==> config.mk <==
export PLATFORM = sky130hd
export DESIGN_NAME = bk_pipelined_subtractor
export DESIGN_NICKNAME = d
export VERILOG_FILES = /design/src/rtl/bk_pipelined_subtractor_pkg.sv /design/src/rtl/bk_pipelined_subtractor_black_cell.sv /design/src/rtl/bk_pipelined_subtractor.sv
export SDC_FILE = /design/constraint.sdc
export NUM_CORES = 1
export LEC_CHECK = 0
export ABC_CLOCK_PERIOD_IN_PS = 3300
export BUFFER_PORTS_ARGS = -buffer_cell sky130_fd_sc_hd__buf_4
export CORE_MARGIN = 2
export CORE_UTILIZATION = 45
export CTS_CLUSTER_DIAMETER = 200
export DETAILED_ROUTE_END_ITERATION = 7
export PLACE_DENSITY = 0.73
export RECOVER_POWER = 100
export SYNTH_ARGS = -nofsm -noshare
export SYNTH_HDL_FRONTEND = slang
export SYNTH_SLANG_ARGS = --single-unit
==> constraint.sdc <==
create_clock -name clk -period 3.3 [get_ports clk]
set_input_delay 0.66 -clock clk [delete_from_list [all_inputs] [get_ports clk]]
set_output_delay 0.66 -clock clk [all_outputs]
set_load 0.005 [all_outputs]
==> src/rtl/bk_pipelined_subtractor_pkg.sv <==
// bk_pkg: shared generate/propagate types and prefix helpers for the Brent-Kung datapath
`ifndef ADDER_SIZE
`define ADDER_SIZE 32
`endif
package bk_pkg;
    typedef struct packed {
        logic g;
        logic p;
    } pg_t;
    localparam int LOG2_W = $clog2(`ADDER_SIZE);
    function automatic pg_t pg_combine(input pg_t hi, input pg_t lo);
        return '{g: hi.g | (hi.p & lo.g), p: hi.p & lo.p};
    endfunction
endpackage

==> src/rtl/bk_pipelined_subtractor_black_cell.sv <==
// bk_black_cell: combinational Brent-Kung prefix cell merging a high and a low group
module bk_black_cell
    import bk_pkg::*;
(
    input  logic g_hi,
    input  logic p_hi,
    input  logic g_lo,
    input  logic p_lo,
    output logic g_out,
    output logic p_out
);
    pg_t r;
    assign r = pg_combine('{g: g_hi, p: p_hi}, '{g: g_lo, p: p_lo});
    assign g_out = r.g;
    assign p_out = r.p;
endmodule

==> src/rtl/bk_pipelined_subtractor.sv <==
// bk_pipelined_subtractor: 3-stage Brent-Kung prefix subtractor, op1 - op2 - bin, valid/ready on both sides
`ifndef ADDER_SIZE
`define ADDER_SIZE 32
`endif
module bk_pipelined_subtractor
    import bk_pkg::*;
#(
    parameter int WIDTH = `ADDER_SIZE,
    parameter int TAG_W = 4
) (
    input  logic             clk,
    input  logic             rst_n,
    input  logic             in_valid,
    output logic             in_ready,
    input  logic [WIDTH-1:0] in_op1,
    input  logic [WIDTH-1:0] in_op2,
    input  logic             in_bin,
    input  logic [TAG_W-1:0] in_tag,
    output logic             out_valid,
    input  logic             out_ready,
    output logic [WIDTH-1:0] out_res,
    output logic             out_bout,
    output logic             out_ovf,
    output logic             out_zero,
    output logic [TAG_W-1:0] out_tag
);
    localparam int L = $clog2(WIDTH);
    logic v1, v2, v3, ld1, ld2, ld3;
    assign ld3 = !v3 || out_ready;
    assign ld2 = !v2 || ld3;
    assign ld1 = !v1 || ld2;
    assign in_ready = ld1;
    assign out_valid = v3;
    logic [WIDTH-1:0] p1, g1;
    logic c1, a1, b1;
    logic [TAG_W-1:0] t1;
    always_ff @(posedge clk) begin
        if (ld1) begin
            p1 <= in_op1 ^ ~in_op2;
            g1 <= in_op1 & ~in_op2;
            c1 <= ~in_bin;
            a1 <= in_op1[WIDTH-1];
            b1 <= in_op2[WIDTH-1];
            t1 <= in_tag;
        end
    end
    // carry-in enters as a generate-only group below bit 0
    pg_t f;
    logic [WIDTH-1:0] ug [0:L];
    logic [WIDTH-1:0] up [0:L];
    assign f = pg_combine('{g: g1[0], p: p1[0]}, '{g: c1, p: 1'b0});
    assign ug[0] = {g1[WIDTH-1:1], f.g};
    assign up[0] = {p1[WIDTH-1:1], f.p};
    for (genvar i = 0; i < L; i++) begin : g_up
        for (genvar j = 0; j < WIDTH; j++) begin : g_bit
            if ((j + 1) % (2 ** (i + 1)) == 0) begin : g_cell
                bk_black_cell u_cell (
                    .g_hi(ug[i][j]), .p_hi(up[i][j]),
                    .g_lo(ug[i][j-2**i]), .p_lo(up[i][j-2**i]),
                    .g_out(ug[i+1][j]), .p_out(up[i+1][j])
                );
            end else begin : g_pass
                assign ug[i+1][j] = ug[i][j];
                assign up[i+1][j] = up[i][j];
            end
        end
    end
    logic [WIDTH-1:0] ug2, up2, s2;
    logic c2, a2, b2;
    logic [TAG_W-1:0] t2;
    always_ff @(posedge clk) begin
        if (ld2) begin
            ug2 <= ug[L];
            up2 <= up[L];
            s2 <= p1;
            c2 <= c1;
            a2 <= a1;
            b2 <= b1;
            t2 <= t1;
        end
    end
    // down-sweep: fill carries at 3*2^i-1 + k*2^(i+1) from the coarser level
    logic [WIDTH-1:0] dg [0:L-1];
    logic [WIDTH-1:0] dp [0:L-1];
    assign dg[L-1] = ug2;
    assign dp[L-1] = up2;
    for (genvar i = 0; i < L - 1; i++) begin : g_dn
        for (genvar j = 0; j < WIDTH; j++) begin : g_bit
            if ((j + 1) % (2 ** (i + 1)) == 2 ** i && j >= 2 ** (i + 1)) begin : g_cell
                bk_black_cell u_cell (
                    .g_hi(dg[i+1][j]), .p_hi(dp[i+1][j]),
                    .g_lo(dg[i+1][j-2**i]), .p_lo(dp[i+1][j-2**i]),
                    .g_out(dg[i][j]), .p_out(dp[i][j])
                );
            end else begin : g_pass
                assign dg[i][j] = dg[i+1][j];
                assign dp[i][j] = dp[i+1][j];
            end
        end
    end
    logic unused_p;
    logic [WIDTH-1:0] sum;
    assign unused_p = ^dp[0];
    assign sum = s2 ^ {dg[0][WIDTH-2:0], c2};
    always_ff @(posedge clk or negedge rst_n) begin
        if (!rst_n) begin
            v1 <= 1'b0;
            v2 <= 1'b0;
            v3 <= 1'b0;
            out_res <= '0;
            out_bout <= 1'b0;
            out_ovf <= 1'b0;
            out_zero <= 1'b0;
            out_tag <= '0;
        end else begin
            if (ld1) v1 <= in_valid;
            if (ld2) v2 <= v1;
            if (ld3) v3 <= v2;
            if (ld3 && v2) begin
                out_res <= sum;
                out_bout <= ~dg[0][WIDTH-1];
                out_ovf <= (a2 != b2) && (sum[WIDTH-1] != a2);
                out_zero <= sum == '0;
                out_tag <= t2;
            end
        end
    end
endmodule

==> flow_summary.yaml <==
sta:
  setup_viol: 0
  period_share_pct: 77.5
  relSlewSlack_pct: -50.2
  clock.fmax_mhz: 391
  max_slew.worst_pin.slew_ns: 2.25
  timing.final.crit_period_ns: 2.56
  finalMaxSlewViolations: 196
  hold_viol: 0
  grt_setup_unrepaired: "no"
  fin_skew_ns: 0.00782
synth:
  ys_seq_area_share_pct: 74.0
  synth_top_area_share_pct: 60.2
  synth-edff-count: 153
  synthTopCellsByCount: "edfxtp_1 (153), ha_1 (47), dfrtp_1 (42), inv_1 (35), mux2_2 (33)"
  synth_seq_cells: 195
  synth_top_area_cell: "edfxtp_1"
  syn-cell-area_mm2: 0.00763
  syn_nets: 575
  synth_most_common_cell: "edfxtp_1"
  async_flop_share_pct: 21.5
  ys_warn_count: 0
  synth_ff_type: "edfxtp_1"
  synth_cell_types: 38
  syn-instance-count: 455
  syn_area_per_cell_um2: 16.8
  netlist_top_cells_area: "edfxtp_1 (60%), dfrtp_1 (14%), ha_1 (7.7%), mux2_2 (4.9%), a21o_1 (2.3%)"
pwr:
  total_power_mw: 6.52
  ir_drop_uv: 363
  power_density_mw_per_mm2: 702
  leakagePower_nw: 3.97
layout:
  fillers: 1307
  drive_gt1_share_pct: 29.3
  diodes: 0
  fin_nets: 707
  area_delta_synth_final_pct: 21.9
  stdcell_area_mm2: 0.00930
setup_path:
  crit_required_ns: 3.32
  end_kind: "register"
  worstPathArrival_ns: 2.57
  cpPeakStageDelay_ns: 1.44
  slowest_stage: "clkbuf_2"
  cp_top_family: "buffers and inverters"
  crit_chain: "nand3b_1 > clkbuf_2"
  crit_buf_inv: 1
  cp-start-kind: "register"
  crit_fanout: 79
  path_class: "register to register"
outcome:
  violations: "max-capacitance violations, max-slew violations"
  status: "finished, violations left"
global_route:
  grt_pass1_wl_um: 21200
  grt_antenna_before_repair: 0
  overflow: 0
  grt_use_total_pct: 15.9
  grt_start_max_net_pins: 80
  first_global_vias: 4121
run:
  cap_violations: 3
clock_network:
  holdBufCountCts: 0
  cts_root_buf: "clkbuf_16"
  tritoncts: "yes"
  cts-htree-levels: 4
  post_cts_resized: 0
  post_cts_buffers: 0
  insertion_delay_ns: 0.43
  cts_buffer_depth: 2
  clock_sinks: 195
  clk_pin_slew_ns: 0.07
  cts_made_buffers: 17
floorplan:
  initial_core_util_pct: 46.0
  io_pins: 114
  die_h_um: 134
  rows: 47
  dieArea_mm2: 0.0180
  fp.coreArea_mm2: 0.0166
  die_w_um: 134
hold_path:
  min_path_type: "register to register"
placement:
  placed_cell_area_mm2: 0.00878
  numPortBuffers: 113
  place.gp.congestion: 0.812
  hpwl_um: 9930
route:
  avgViaCountPerCell: 4.94
  drt_iter0_drc: 199
  num_vias: 4052
  ant_nets: 0
  wl_um: 13500
  first_pass_iters: 4
  drc_errors: 0
  wl_per_cell_um: 16.5
-- cells in the final DEF, fill, tap and decap left out, types with 2 or more instances in the layout --
| cell type | count |
|---|---|
| edfxtp_1 | 153 |
| clkbuf_4 | 71 |
| ha_1 | 47 |
| dfrtp_1 | 42 |
| inv_1 | 35 |
| mux2_2 | 33 |
| buf_4 | 33 |
| a21o_1 | 23 |
| nor2_1 | 20 |
| xnor2_1 | 17 |
| clkbuf_16 | 17 |
| nand2_1 | 15 |
| clkbuf_1 | 11 |
| o21ai_0 | 8 |
| a21oi_1 | 7 |
| nand3_1 | 6 |
| nor4_1 | 6 |
| and2_0 | 5 |
| nand2b_1 | 5 |
| inv_6 | 5 |
| inv_8 | 5 |
| and3_1 | 3 |
| nor3_1 | 3 |
| nand3b_1 | 2 |
| and2_2 | 2 |
| a211oi_1 | 2 |
| nand4_1 | 2 |
| a21o_2 | 2 |
| clkinv_8 | 2 |
| clkinvlp_4 | 2 |
| clkbuf_2 | 2 |
-- final timing paths --
check / start / to / slack (ns) / depth (start not counted)
worst max-delay path: out_valid / s2[25] / 0.74 / 2
max in group asynchronous: rst_n / out_res[25] / 1.12 / 1
worst min register to register: a1 / a2 / 0.43 / 0
worst min-delay path: a1 / a2 / 0.43 / 0
worst max register to register: out_valid / s2[25] / 0.74 / 2
min in group asynchronous: rst_n / out_tag[0] / 0.89 / 1
-- flip-flops by register name, summed over array words and instances (netlist names), 4 cells and up --
register	flops
p1	32
up2	11
ug2	32
g1	32
t1	4
t2	4
s2	32
out_res	32
out_tag	4
-- metrics by stage --
stage / cells / hold WS (ns) / setup slack [ns] / utilization [%] / TNS, ns
after CTS: 820 / 0.215 / 0.951 / 56.4 / 0
after global routing: 820 / 0.411 / 0.545 / 56.1 / 0
final: 820 / 0.426 / 0.744 / 56.1 / 0
after floorplan: 455 / 0.364 / -0.550 / - / -61.41
after global placement: 788 / 0.403 / 1.07 / 52.9 / 0
after detailed placement: 788 / 0.405 / 0.995 / 52.9 / 0
-- metal layers --
metal | GRT usage, % | routed length (um) | share of wire [%] | vias up
li1 | - | - | - | 1947
met1 | 19.4 | 5660 | 42 | 1952
met2 | 26.3 | 6820 | 50 | 125
met3 | 4.23 | 596 | 4.4 | 28
met4 | 8.01 | 423 | 3.1 | 0
met5 | 0 | 0 | 0 | -
-- where the power goes --
| group | total (mW) | switching, mW | internal (mW) |
|---|---|---|---|
| sequential | 3.46 | 0.279 | 3.18 |
| combinational | 1.08 | 0.505 | 0.578 |
| clock | 1.97 | 0.960 | 1.01 |
| total | 6.52 | 1.74 | 4.78 |
-- kinds of logic (layout without fill, tap and decap cells) --
family | Yosys count | after routing | share of synthesized area [%]
AO/OA/AOI/OAI | 49 | 49 | 4.36
XOR/XNOR | 18 | 18 | 2.07
multiplexers | 33 | 33 | 4.87
AND/OR/NAND/NOR | 74 | 74 | 5.04
buffers and inverters | 39 | 184 | 1.94
adder cells (fa/ha/maj) | 47 | 47 | 7.71
flip-flops | 195 | 195 | 74.0
-- cell type report --
| cell class | count | area [um^2] | share of cell area (%) |
|---|---|---|---|
| clock buffers | 17 | 425 | 4.58 |
| clock inverters | 15 | 156 | 1.68 |
| inverters | 35 | 131 | 1.41 |
| multi-input cells | 221 | 1830 | 19.7 |
| flip-flops and latches | 195 | 5650 | 60.7 |
| well taps | 220 | 275 | 2.96 |
| repair buffers | 117 | 832 | 8.95 |
Power figures use the tool's default switching activity.
